`src/rtl/bmult_acc_stage.sv`:
```
// ============================================================================
// bmult_acc_stage : frame accumulator behind Bmult12x12 with valid/ready output
//                   register and sticky overrun. Optional: BMULT_ACC_SAT_EN.
// Revision 1.0
// ============================================================================
`default_nettype none

module bmult_acc_stage #(
    parameter int P_W     = 24,
    parameter int ACC_LEN = 16,
    parameter int ACC_W   = P_W + $clog2(ACC_LEN)
) (
    input  logic                       clk,
    input  logic                       rst,
    input  logic                       p_valid_i,
    input  logic [P_W-1:0]             p_i,
    input  logic                       flush_i,
    output logic [ACC_W-1:0]           sum_o,
    output logic                       sum_valid_o,
    input  logic                       sum_ready_i,
    output logic [$clog2(ACC_LEN):0]   count_o,
    output logic                       overrun_o
);

    localparam int C_CNT_W = $clog2(ACC_LEN) + 1;

    logic [ACC_W-1:0]   acc_q, acc_d;
    logic [C_CNT_W-1:0] count_q, count_d;
    logic [ACC_W-1:0]   sum_q, sum_d;
    logic               sum_valid_q, sum_valid_d;
    logic               overrun_q, overrun_d;

    logic [P_W-1:0]     w_addend;
    logic [ACC_W-1:0]   w_acc_add;
    logic               w_last;
    logic               w_close;
    logic               w_out_free;

    assign w_addend = p_valid_i ? p_i : '0;

`ifdef BMULT_ACC_SAT_EN
    // One spare bit above the wider operand catches any carry out of ACC_W.
    localparam int C_SUM_W = ((ACC_W > P_W) ? ACC_W : P_W) + 1;
    logic [C_SUM_W-1:0] w_full;
    assign w_full    = C_SUM_W'(acc_q) + C_SUM_W'(w_addend);
    assign w_acc_add = (|w_full[C_SUM_W-1:ACC_W]) ? {ACC_W{1'b1}} : w_full[ACC_W-1:0];
`else
    assign w_acc_add = acc_q + ACC_W'(w_addend);
`endif

    assign w_last     = p_valid_i && (count_q == C_CNT_W'(ACC_LEN - 1));
    assign w_close    = w_last || (flush_i && ((count_q != '0) || p_valid_i));
    assign w_out_free = !sum_valid_q || sum_ready_i;

    always_comb begin
        acc_d       = acc_q;
        count_d     = count_q;
        sum_d       = sum_q;
        sum_valid_d = sum_valid_q;
        overrun_d   = overrun_q;

        if (w_close) begin
            // The frame restarts whether or not its sum finds room downstream.
            acc_d   = '0;
            count_d = '0;
            if (w_out_free) begin
                sum_d       = w_acc_add;
                sum_valid_d = 1'b1;
            end else begin
                overrun_d   = 1'b1;
            end
        end else begin
            if (p_valid_i) begin
                acc_d   = w_acc_add;
                count_d = count_q + C_CNT_W'(1);
            end
            if (sum_valid_q && sum_ready_i) begin
                sum_valid_d = 1'b0;
            end
        end
    end

    always_ff @(posedge clk) begin
        if (rst) begin
            acc_q       <= '0;
            count_q     <= '0;
            sum_q       <= '0;
            sum_valid_q <= 1'b0;
            overrun_q   <= 1'b0;
        end else begin
            acc_q       <= acc_d;
            count_q     <= count_d;
            sum_q       <= sum_d;
            sum_valid_q <= sum_valid_d;
            overrun_q   <= overrun_d;
        end
    end

    assign sum_o       = sum_q;
    assign sum_valid_o = sum_valid_q;
    assign count_o     = count_q;
    assign overrun_o   = overrun_q;

endmodule

`default_nettype wire

```
`config.mk`:
```
export PLATFORM = sky130hd
export DESIGN_NAME = bmult_acc_stage
export DESIGN_NICKNAME = d
export VERILOG_FILES = /design/src/rtl/bmult_acc_stage.sv
export SDC_FILE = /design/constraint.sdc
export NUM_CORES = 1
export LEC_CHECK = 0
export ABC_AREA = 1
export CAP_MARGIN = 20
export CORE_ASPECT_RATIO = 1.5
export CORE_MARGIN = 1
export CORE_UTILIZATION = 40
export CTS_BUF_LIST = sky130_fd_sc_hd__clkbuf_8 sky130_fd_sc_hd__clkbuf_16
export CTS_CLUSTER_SIZE = 16
export DETAILED_ROUTE_END_ITERATION = 6
export GPL_TIMING_DRIVEN = 0
export SLEW_MARGIN = 20
export SYNTH_ARGS = -nofsm -noshare
export SYNTH_HDL_FRONTEND = slang
export SYNTH_SLANG_ARGS = --single-unit
```
`constraint.sdc`:
```
create_clock -name clk -period 3.49 [get_ports clk]
set_input_delay 0.698 -clock clk [delete_from_list [all_inputs] [get_ports clk]]
set_output_delay 0.698 -clock clk [all_outputs]
set_load 0.05 [all_outputs]
```
# After elaboration in Yosys (flattened, before gate mapping)

Index checks and enable logic that the tools add are counted.

Memories kept: 0
Bits in writable memories: 0
Memory bits (read-only): 0
Output and inout port bits: 35
Logic and storage cells: 27
Register bits: 63
Bits in latches: 0
Input bits: 29

Shift operators: 0
Add/sub/neg operators: 2
Reduce and logical (&&, ||, !) cells: 13
Div/mod/pow operators: 0
Order comparisons: 0
Multiply operators: 0
Equality and inequality tests: 2
Muxes and demuxes: 4
Bitwise gates (word level): 1

Operators by type and width:

| operator                                                                 | number |
|---|---|
| 28-bit by 24-bit adder with 28-bit output                                | 1 |
| 24-bit two-way mux                                                       | 1 |
| 2-bit AND reduction                                                      | 3 |
| 5-bit by 1-bit adder with 5-bit output (second input constant)           | 1 |
| 5-bit by 4-bit equality test with 1-bit output (second input constant)   | 1 |
| 5-bit nonzero test                                                       | 1 |
| 1-bit logical AND                                                        | 3 |
| 1-bit logical OR                                                         | 3 |
| 1-bit two-way mux                                                        | 3 |
| 2-bit by 1-bit inequality test with 1-bit output (second input constant) | 1 |
| 2-bit nonzero test                                                       | 1 |
| 2-bit OR reduction                                                       | 1 |
| 1-bit logical NOT                                                        | 1 |
| 1-bit NOT                                                                | 1 |

# Longest topological paths before layout

Gate-level depths: netlist of run 1.

Word-level depth: 6
Depth in mapped cells: 18
Mapped depth without buffers: 15

# Least setup slack after synthesis of run 1

No wires, ideal clock.

Path type: input port to flip-flop
Start: input p_valid_i
End: register acc_q[12]
Path buffers: 3
Slack: 766 ps
Arrival: 2615 ps
Data required time: 3381 ps
Stages on the path: 15
Setup time: 109 ps
Cells stage by stage: buf_6 -> clkbuf_1 -> clkbuf_1 -> nand2_1 -> inv_1 -> ha_1 -> nand2_1 -> inv_1 -> a21oi_1 -> nand2_1 -> a21oi_1 -> xor2_1 -> nand2_1 -> nand2_1 -> inv_1

Word-level cells in the longest chain between the ends: 4
Elaborated cells on any way between the ends: 7
Those cells by class: 1 x add/sub; 1 x mux; 5 x reduce/logical

RTL lines:

| what                                                                              | line | text |
|---|---|---|
| start, declared                                                                   | 15   | `input logic p_valid_i,` |
| branches (longest 4 deep; another with 28-bit by 24-bit adder with 28-bit output) | n/a  |  |
| end signal, assigned                                                              | 85   | `acc_q <= '0;` |
| end signal, assigned                                                              | 91   | `acc_q <= acc_d;` |
| end, declared                                                                     | 27   | `logic [ACC_W-1:0] acc_q, acc_d;` |

Parallel ways; which one is timed is not known.
A chain may end at the register's enable or synchronous reset.

# Final worst setup path of run 1

Start: input p_valid_i
End: register sum_q[12] (netlist: sum_o[12])

Word-level cells in the longest chain between the ends: 4
Elaborated cells on any way between the ends: 7
Those cells by class: 1 x add/sub; 1 x mux; 5 x reduce/logical

RTL lines:

| what                                                                              | line | text |
|---|---|---|
| branches (longest 4 deep; another with 28-bit by 24-bit adder with 28-bit output) | n/a  |  |
| end signal, assigned                                                              | 93   | `sum_q <= sum_d;` |
| end, declared                                                                     | 29   | `logic [ACC_W-1:0] sum_q, sum_d;` |

Parallel ways; which one is timed is not known.

==> results.md, run 1 <==
- EDFF count, synth: 0
- Final instance area: about 5800 sq um
- Pwr dens: 426 nW/um^2
- Core box area: between 10,000 and 15,000 sq um
- CP Max Fanout: 19
- Most common flop cell mapped by yosys: dfxtp_1
- CTS Buf Count: 9
- TritonCTS clock tree: done
- YS warnings: 0
- Final setup viols: 0
- Final Worst Setup Slack: 243 ps
- Switching Share: 31.8%
- Total power: 0.00246 W
- Worst slew pin tran: 759 ps
- Crit Path Class: in -> reg
- DRT Pass-1 Iters: 5
- Initial core utilization: 41.5%
- Area Overhead vs Synth: 24.8%
- Height of the die: 134 um
- Number of global-route vias before repair: 4,693
- Largest net degree at the start of global routing: 20
- Clock Pin Slew Worst Setup and Hold Paths: 60 ps
- Avg Inst Size Synth: ~5.9 sq um
- DR WL/cell: 14.4 um
- NetSw: between 0.0007 and 0.0008 W
- CTS Hold Buffers Added: 0
- Initial antenna violation count: 0
- Num rows: between 40 and 50
- Synth unique cells: 31
- Fraction of registers with async set/reset: 0%
- Ratio of cells with drive above 1 in the final layout: 3.70%
- Outcome: completed
- Worst Path Required: between 3000 and 4000 ps
- Max-slew violations: 0
- Crit end category: register
- Via Count: 4,785
- Vias per cell: between 4 and 5
- Slew HR: 49.4%
- Cells after Synth: 787
- Postcts setup bufs: 0
- Syn nets: 844
- Max H-tree Level: 3
- DP Area: 5450 sq um
- Die ar.: roughly 12,000 sq um
- Final Hold Fails: 0
- Nets: about 920
- Final ANT Viol Nets: 0
- Port bufs: 63
- Worst min path class: reg -> reg
- GPL Wtd Cong: about 0.94
- Clock buffer depth: 2
- Max VDD drop: between 0.3 and 0.4 mV
- Worst Skew: approximately 5.4 ps
- RSZ-0062 raised after global routing: false
- Internal power: 0.00168 W
- CP Launch Type: input pin
- Root buf cell: clkbuf_16
- Sequential share of power: around 33%
- Synth Register Bits: 63
- Final period util: 93.0%
- Clk pwr share: 42.6%
- Diode count: 0
- Final Core Density: 51.8%
- First-pass GRT wire length: around 24,000 um
- Crit path time final: 3250 ps
- Ports: between 60 and 70
- P_leak: 3.34 nW
- GRT Util Overall: 25.4%
- Logic pwr share: 24.7%
- Max Cap Viol: 0
- Synthesized area: 4640 sq um
- Post-route DRC: 0
- GRT overflow: 0
- FILL cells: between 1k and 1.5k
- Chip Width: 89.9 um
- Max frequency: 308 MHz
- Starting DRT DRC Count: 191
- Crit path DAT: between 3000 and 4000 ps
- Final HPWL DP: about 12,000 um
- Clk sink count: 63
- DP Worst Slack: -437 ps
- Drt total wl: 14,600 um
- Clock Latency Late Sink: 330 ps
- Sequential fraction of the synthesis area: 27.2%
## cells in the mapped netlist (4+ instances only)
cell type / number / area share (%)
clkbuf_1: 13 / 1.1
a21oi_1: 28 / 3.0
nor2_1: 84 / 6.8
buf_6: 4 / 0.97
o21ai_0: 17 / 1.8
nand3_1: 55 / 5.9
xnor2_1: 5 / 0.94
inv_1: 169 / 14
o21bai_1: 4 / 0.65
nand2_1: 255 / 21
o21a_1: 16 / 2.6
dfxtp_1: 63 / 27
nor3_1: 4 / 0.43
ha_1: 27 / 7.3
nand4_1: 8 / 1.1
xor2_1: 11 / 2.1
## stage by stage
stage	setup TNS [ps]	hold slack, ps	std cells
floorplan	0	445	787
global placement	-11290	442	997
detailed placement	-12520	448	997
global route	0	481	1012
finish	0	453	1012
CTS	0	457	1012
## critical path, stage by stage
cell and delay, ps:
clkdlybuf4s50_1 440, buf_6 180, clkbuf_2 210, nand2_1 90, inv_1 40, ha_1 210, fa_1 450, nand2_1 90
nand3_1 80, nand3_1 80, nand2_1 140, a21oi_1 190, xor2_1 350, nand2_1 110, nand2_1 70, inv_1 30
## final cells by class
cell class	instances	area [sq um]	area share (%)
flip-flops and latches	63	1260	21.8
repair buffers	63	631	10.9
plain buffers	19	110	1.90
inverters	170	638	11.0
multi-input cells	534	2630	45.4
well taps	147	184	3.18
clock inverters	7	113	1.95
clock buffers	9	225	3.89
## flip-flops by register name (all words and copies together) (netlist names)
signal / flops
sum_o: 28
overrun_o: 1
count_o: 5
acc_q: 28
sum_valid_o: 1
## what timing repair did
item                       4_1_cts  5_1_grt
hold endpoints to repair         0        0
resized for setup                0        4
setup endpoints to repair       12        5
## final timing paths
kind	depth (start not counted)	slack, ps	endpoint	startpoint
max	16	240	sum_o[12]	p_valid_i
min	2	450	overrun_o	overrun_o
max reg2reg	11	1250	sum_o[12]	acc_q[0]
min reg2reg	2	450	overrun_o	overrun_o
## cell usage in the layout, fill, tap and decap left out, drive strengths merged
cell,instances
xor2,11
a21o,3
nand2,257
a21oi,28
inv,171
o2111ai,2
o211ai,2
fa,1
buf,7
nor2,87
o21a,16
clkdlybuf4s50,63
clkbuf,21
or2,2
ha,27
nand3b,2
o21bai,4
and3,1
xnor2,5
nand4,8
and2,1
bufinv,3
nor3,5
dfxtp,63
o21ai,17
nand3,55
clkinv,3
## per-layer routing
metal	global-route usage, %	vias up	part of all wire [%]
li1	-	2525	-
met2	48.9	100	54
met5	0	-	0
met4	13.6	0	3.8
met1	26.2	2132	39
met3	3.63	28	3.4
## cells by family (layout without fill, tap and decap cells)
logic type                 count (synthesis)  count (layout)  synth area share, %
adders and majority gates                 28              28                 7.72
and+or+nand+nor                          418             418                 36.6
DFF                                       63              63                 27.2
xor gates and xnor gates                  16              16                 3.02
AOI/OAI and AO/OA                         72              72                 9.28
buffers and inverters                    190             268                 16.2
## power groups by stage
stage / clock network [W] / logic, W / registers [W]
floorplan: 0 / 0.000292 / 0.000926
global placement: 0 / 0.000608 / 0.000819
detailed placement: 0 / 0.000611 / 0.000821
CTS: 0.00107 / 0.000613 / 0.000806
global route: 0.00109 / 0.000665 / 0.000812
finish: 0.00105 / 0.000608 / 0.000806
(Power assumes the default switching activity.)
==> inputs of run 2 (changes only) <==
--- a/config.mk
+++ b/config.mk
@@ -6,14 +6,13 @@
 export NUM_CORES = 1
 export LEC_CHECK = 0
 export ABC_AREA = 1
-export CAP_MARGIN = 20
+export CAP_MARGIN = 40
 export CORE_ASPECT_RATIO = 1.5
 export CORE_MARGIN = 1
 export CORE_UTILIZATION = 40
 export CTS_BUF_LIST = sky130_fd_sc_hd__clkbuf_8 sky130_fd_sc_hd__clkbuf_16
 export CTS_CLUSTER_SIZE = 16
 export DETAILED_ROUTE_END_ITERATION = 6
-export GPL_TIMING_DRIVEN = 0
 export SLEW_MARGIN = 20
 export SYNTH_ARGS = -nofsm -noshare
 export SYNTH_HDL_FRONTEND = slang
==> run 2 against run 1 <==
  * Sequential power is essentially flat
  * Global-route usage is 2.1 points lower
  * Die area did not move
  * Worst setup slack improved by 480 ps
  * Worst hold slack got worse by 2.9 ps
  * Sequential cell count stayed put
  * Utilization down 0.66 points
  * Critical path depth is 1 lower
  * Clock skew increased by 1.1 ps
  * Final area shrank 1.3%
  * Highest routed layer unchanged
  * Sequential share of layout area is 0.28 points higher
  * Critical endpoint is now sum_o[25]
==> results.md, run 2 (synthesis results as in run 1) <==
- Outcome: completed
- Max-slew violations: 0 (unchanged)
- Slew HR: 56.4% (+7.0 points)
- FF-to-FF Start: count_o[0]
- GRT Util Overall: 23.3% (-2.1 points)
- Max Cap Viol: 0 (unchanged)
- Chip Width: 89.9 um (unchanged)
- Ratio of cells with drive above 1 in the final layout: 3.86% (+0.16 points)
- Ports: 64 (unchanged)
- Worst path buffer plus inverter count: 4 (-1)
- Worst path top cell family by delay: buffers and inverters
- Nets: 906 (-1.2%)
- DR WL/cell: 13.5 um (-6.6%)
- GRT overflow: 0 (unchanged)
- Max stage delay on crit path: 510 ps (+60 ps)
- First-pass GRT wire length: 22,000 um (-6.7%)
- Switching Share: 33.1% (+1.2 points)
- Crit Path Class: in -> reg
- Setup TNS: 0 ps (unchanged)
- Reg2Reg Depth: 11 (unchanged)
- Port bufs: 63 (unchanged)
- Die ar.: 12,000 sq um (unchanged)
- Most frequent cells in the layout: nand2_1, inv_1, nor2_1, dfxtp_1, clkdlybuf4s50_1
- CP Launch Type: input pin
- Max frequency: 361 MHz (+17%)
- R2r endpoint: sum_o[13]
- RSZ-0062 raised after global routing: false
- Via Count: 4,807 (+0.46%)
- Max H-tree Level: 3 (unchanged)
- Final Core Density: 51.2% (-0.66 points)
- Final period util: 79.4% (-14 points)
- Clk sink count: 63 (unchanged)
- Max VDD drop: 0.258 mV (-34%)
- Crit path time final: 2770 ps (-476 ps)
- Internal power: 0.00156 W (-7.3%)
- Total power: 0.00232 W (-5.6%)
- P_leak: 3.30 nW (-1.2%)
- Number of global-route vias before repair: 4,685 (-0.17%)
- Area Overhead vs Synth: 23.2%
- Worst slew pin tran: 654 ps (-105 ps)
- Diode count: 0 (unchanged)
- Initial antenna violation count: 0 (unchanged)
- Drt total wl: 13,500 um (-7.6%)
- R2r setup slk: 1180 ps (-70 ps)
- Hold_ws: 450 ps (-2.87 ps)
- Clk pwr share: 39.9% (-2.7 points)
- Core box area: 11,200 sq um (unchanged)
- Post-route DRC: 0 (unchanged)
- Num rows: 47 (unchanged)
- Crit path DAT: 3010 ps (-470 ps)
- Sequential share of power: 34.8% (+2.1 points)
- Worst Skew: 6.55 ps (+1.14 ps)
- Final Hold Fails: 0 (unchanged)
- Initial core utilization: 41.5% (unchanged)
- Largest net degree at the start of global routing: 36 (+80%)
- Vias per cell: 4.80 (+1.6%)
- Worst min path class: reg -> reg
- CTS Hold Buffers Added: 0 (unchanged)
- CP Max Fanout: 35 (+16)
- Height of the die: 134 um (unchanged)
- Most used cell, CP: nand2_1
- Pwr dens: 407 nW/um^2 (-4.4%)
- Clock Pin Slew Worst Setup and Hold Paths: 60 ps (about the same)
- NetSw: 0.000769 W (-2.0%)
- CTS Buf Count: 9 (unchanged)
- Commonest non-fill, non-tap cell in the layout: nand2_1
- Postcts setup bufs: 0 (unchanged)
- Root buf cell: clkbuf_16
- Min-Delay Endpoint: overrun_o
- Final ANT Viol Nets: 0 (unchanged)
- FILL cells: 1,175 (-1.6%)
- DRT Pass-1 Iters: 7 (+2)
- Worst Path Required: 3730 ps (about the same)
- Crit end category: register
- CTS resizes: 0 (unchanged)
- GPL Wtd Cong: 1.01 (+7.9%)
- Crit-path slowest cell: buf_2
- Critical-path cell list: buf_2, buf_12, nand2_1, inv_1, ha_1, a21oi_1, nor2_1, nor2_1, nand2_1, a21oi_1, nand2_1, nand2_1, nand3_1, nand2_1, inv_1
- Hold Path Cell Cnt: 2 (unchanged)
- Starting DRT DRC Count: 268 (+40%)
- Final Worst Setup Slack: 720 ps (+476 ps)
- Final HPWL DP: 10,700 um (-9.3%)
- Logic pwr share: 25.3% (+0.6 points)
- Final setup viols: 0 (unchanged)
- Clock buffer depth: 2 (unchanged)
- TritonCTS clock tree: done
- Hold_sp: overrun_o
- DP Worst Slack: 395 ps (+832 ps)
- Clock Latency Late Sink: 340 ps (about the same)
## run 2: how the worst max path moves through the flow
stage,start,end,slack (ps),cells past startpoint
final,p_valid_i,sum_o[25],720,15
after global routing,p_valid_i,sum_o[25],500,17
after CTS,p_valid_i,sum_o[25],730,15
after detailed placement,p_valid_i,sum_o[25],400,15
after global placement,p_valid_i,sum_o[25],400,15
after floorplan,p_valid_i,acc_q[12],770,15
## run 2: worst reg2reg max path, stage by stage (launching register included)
cell     delay (ps)
dfxtp_1         400
ha_1            190
nand2_1          50
nor2_1           90
ha_1            150
a21o_1          120
nand2_2         100
nor2_2          420
buf_4           320
nand3_1         230
nand2_1         110
inv_1            40
## run 2: power groups by stage
stage | combinational [W] | clock, W | sequential (W)
5_1_grt | 0.000647 | 0.000975 | 0.000815
6_report | 0.000588 | 0.000927 | 0.000809
3_3_place_gp | 0.000585 | 0 | 0.000823
2_1_floorplan | 0.000292 | 0 | 0.000926
3_5_place_dp | 0.000589 | 0 | 0.000824
4_1_cts | 0.000593 | 0.000946 | 0.000809
## run 2: through the flow
| stage | instances | area, sq um |
|---|---|---|
| 3_3_place_gp | 985 | 5410 |
| 3_5_place_dp | 985 | 5410 |
| 5_1_grt | 1001 | 5720 |
| 2_1_floorplan | 787 | 4640 |
| 4_1_cts | 1001 | 5720 |
| 6_report | 1001 | 5720 |
## run 2: cell type report
type                       count  area, sq um  area share [%]
clock buffer                  10          239            4.18
tap                          147          184            3.22
timing repair buffer          71          698            12.2
clock inverter                 6         67.6            1.18
sequential                    63         1260            22.1
multi-input combinational    534         2630            46.0
inverter                     170          638            11.2
## run 2: per-layer routing
layer	vias up	routed length [um]	GRT usage [%]
li1	2504	-	-
met1	2144	5230	23.4
met2	114	6920	44.1
met3	45	473	3.34
met4	0	871	15.8
met5	-	0	0
==> RTL change, RTL diff (settings of run 2) <==
Build with the macro `BMULT_ACC_SAT_EN` defined.
--- a/src/rtl/bmult_acc_stage.sv
+++ b/src/rtl/bmult_acc_stage.sv
@@ -5,4 +5,6 @@
 // ============================================================================
 `default_nettype none
+
+`define BMULT_ACC_SAT_EN
 
 module bmult_acc_stage #(
Formal check against the unedited RTL: same outputs for any inputs over 4 cycles, from zero or initial values and one cycle with rst high; that may be too few to reach the edited logic, so the function may still have changed.
==> RTL change against run 2 <==
- final area grew 2.8%
- sequential share of layout area shrank 0.59 points
- sequential power is essentially flat
- synthesized area grew 2.5%
- synthesized cell count grew 2.2%
- power grew 1.5%
- sequential cell count is the same
- wire length grew 5.5%
- combinational power grew 6.0%
- non-clock buffer count grew 2
- worst setup slack lost 210 ps
- register-to-register slack lost 150 ps
- critical path type unchanged
- largest power group unchanged
- highest routed layer unchanged
==> RTL change: results (changes against run 2) <==
[final_layout]
nets = 925  ; was 906
drive_gt1_share_pct = 6.64  ; was 3.86%
fillerInstances = 1213  ; was 1,175

[route]
met2_length_mm = 7.57  ; was 6.92 mm
wl_met1_mm = 5.69  ; was 5.23 mm
drt-total-wl_mm = 14.2  ; was 13.5 mm
first_pass_iters = 4  ; was 7
drt-wirelength-per-cell_um = 13.9  ; was 13.5 um
viasPerCell = 4.70  ; was 4.80
wl_met3_um = 297  ; was 473 um

[grt]
grt_max_degree = 39  ; was 36
grt_pass1_vias = 4873  ; was 4,685
grt_pass1_wl_mm = 23.5  ; was 22.0 mm
track_usage_pct = 24.6  ; was 23.3%

[timing]
worst_pin_slew_ps = 792  ; was 654 ps
fin_worst_skew_ps = 9.70  ; was 6.55 ps

[power]
ir_worst_vdd_mv = 0.285  ; was 0.258 mV
power_switching_uw = 789  ; was 769 uW

[setup_path]
crit_fanout = 16  ; was 35
critPathLaunch = p_i[0]  ; was p_valid_i
cp_top_family = simple AND/OR/NAND/NOR gates  ; was buffers and inverters
cpPeakStageDelay_ps = 460  ; was 510 ps
slowest_stage = fa_1  ; was buf_2
r2r-start = acc_q[0]  ; was count_o[0]
arrival_ps = 3210  ; was 3010 ps

[place]
postPlaceCellArea_um2 = 5550  ; was 5410 um2
hpwl_mm = 11.5  ; was 10.7 mm
gp_congestion = 0.916  ; was 1.01

[status]
status = complete, no violations  ; unchanged

[logic_synthesis]
synthXorXnorAreaFrac_pct = 2.76  ; was 3.02%
synthTopCellsByCount = nand2_1, inv_1, nor2_1, dfxtp_1, o21ai_0  ; was nand2_1, inv_1, nor2_1, dfxtp_1, nand3_1
syn_nets = 861  ; was 844
synth_compound_area_share_pct = 10.6  ; was 9.28%
synth.distinct_cells = 32  ; was 31
synthAdderAreaFrac_pct = 7.53  ; was 7.72%
ys_top_cells_by_area = dfxtp_1, nand2_1, inv_1  ; unchanged
synth_cells = 804  ; was 787
seq_area_frac_synth_pct = 26.5  ; was 27.2%

-- RTL change: cell count changes after synthesis, moves of 4 or more --
cell	run 2	this run
a21oi_1	28	23
inv_2	1	5
nand2_1	255	222
nand2_2	2	14
nand3_1	55	35
nand3_2	0	8
nor2_1	84	115
o21a_1	16	3
o21ai_0	17	44
o21ai_1	0	10
o21bai_1	4	12
-- RTL change: power groups by stage --
stage | Sequential [mW] | Combinational [mW] | Clock [mW]
global route | 0.816 | 0.687 | 0.975
CTS | 0.811 | 0.627 | 0.943
global placement | 0.825 | 0.620 | 0
floorplan | 0.928 | 0.309 | 0
detailed placement | 0.826 | 0.622 | 0
finish | 0.810 | 0.623 | 0.926
-- RTL change: area by class of cell --
type	instances	area [um2]	share of cell area (%)
flip-flops and latches	63	1260	21.5
repair buffers	73	729	12.4
multi-input cells	548	2740	46.6
inverters	173	649	11.1
well taps	150	188	3.20
clock buffers	10	239	4.07
clock inverters	6	70.1	1.19
-- RTL change: stage by stage --
step | util (%) | total power, mW | setup WS [ps]
finish | 50.9 | 2.36 | 508
global route | 50.9 | 2.48 | 264
CTS | 50.8 | 2.38 | 489
detailed placement | 48.2 | 1.45 | 156
global placement | 48.2 | 1.44 | 180
floorplan | - | 1.24 | 563
-- RTL change: path summary, 6_finish.rpt --
check | cells past startpoint | slack, ps | end
setup reg to reg | 12 | 1030 | sum_o[20]
hold / removal | 2 | 450 | overrun_o
setup / recovery | 15 | 510 | sum_o[20]
hold reg to reg | 2 | 450 | overrun_o
-- RTL change: metal layers --
layer / global-route usage, % / vias to the layer above
li1: - / 2560
met1: 25.2 / 2141
met2: 48.0 / 78
met3: 3.37 / 25
met4: 12.3 / 0
met5: 0 / -
-- RTL change: worst min-delay path: stages (launching register included) --
cell     delay (ps)
dfxtp_1         310
inv_1            40
a21oi_1          50
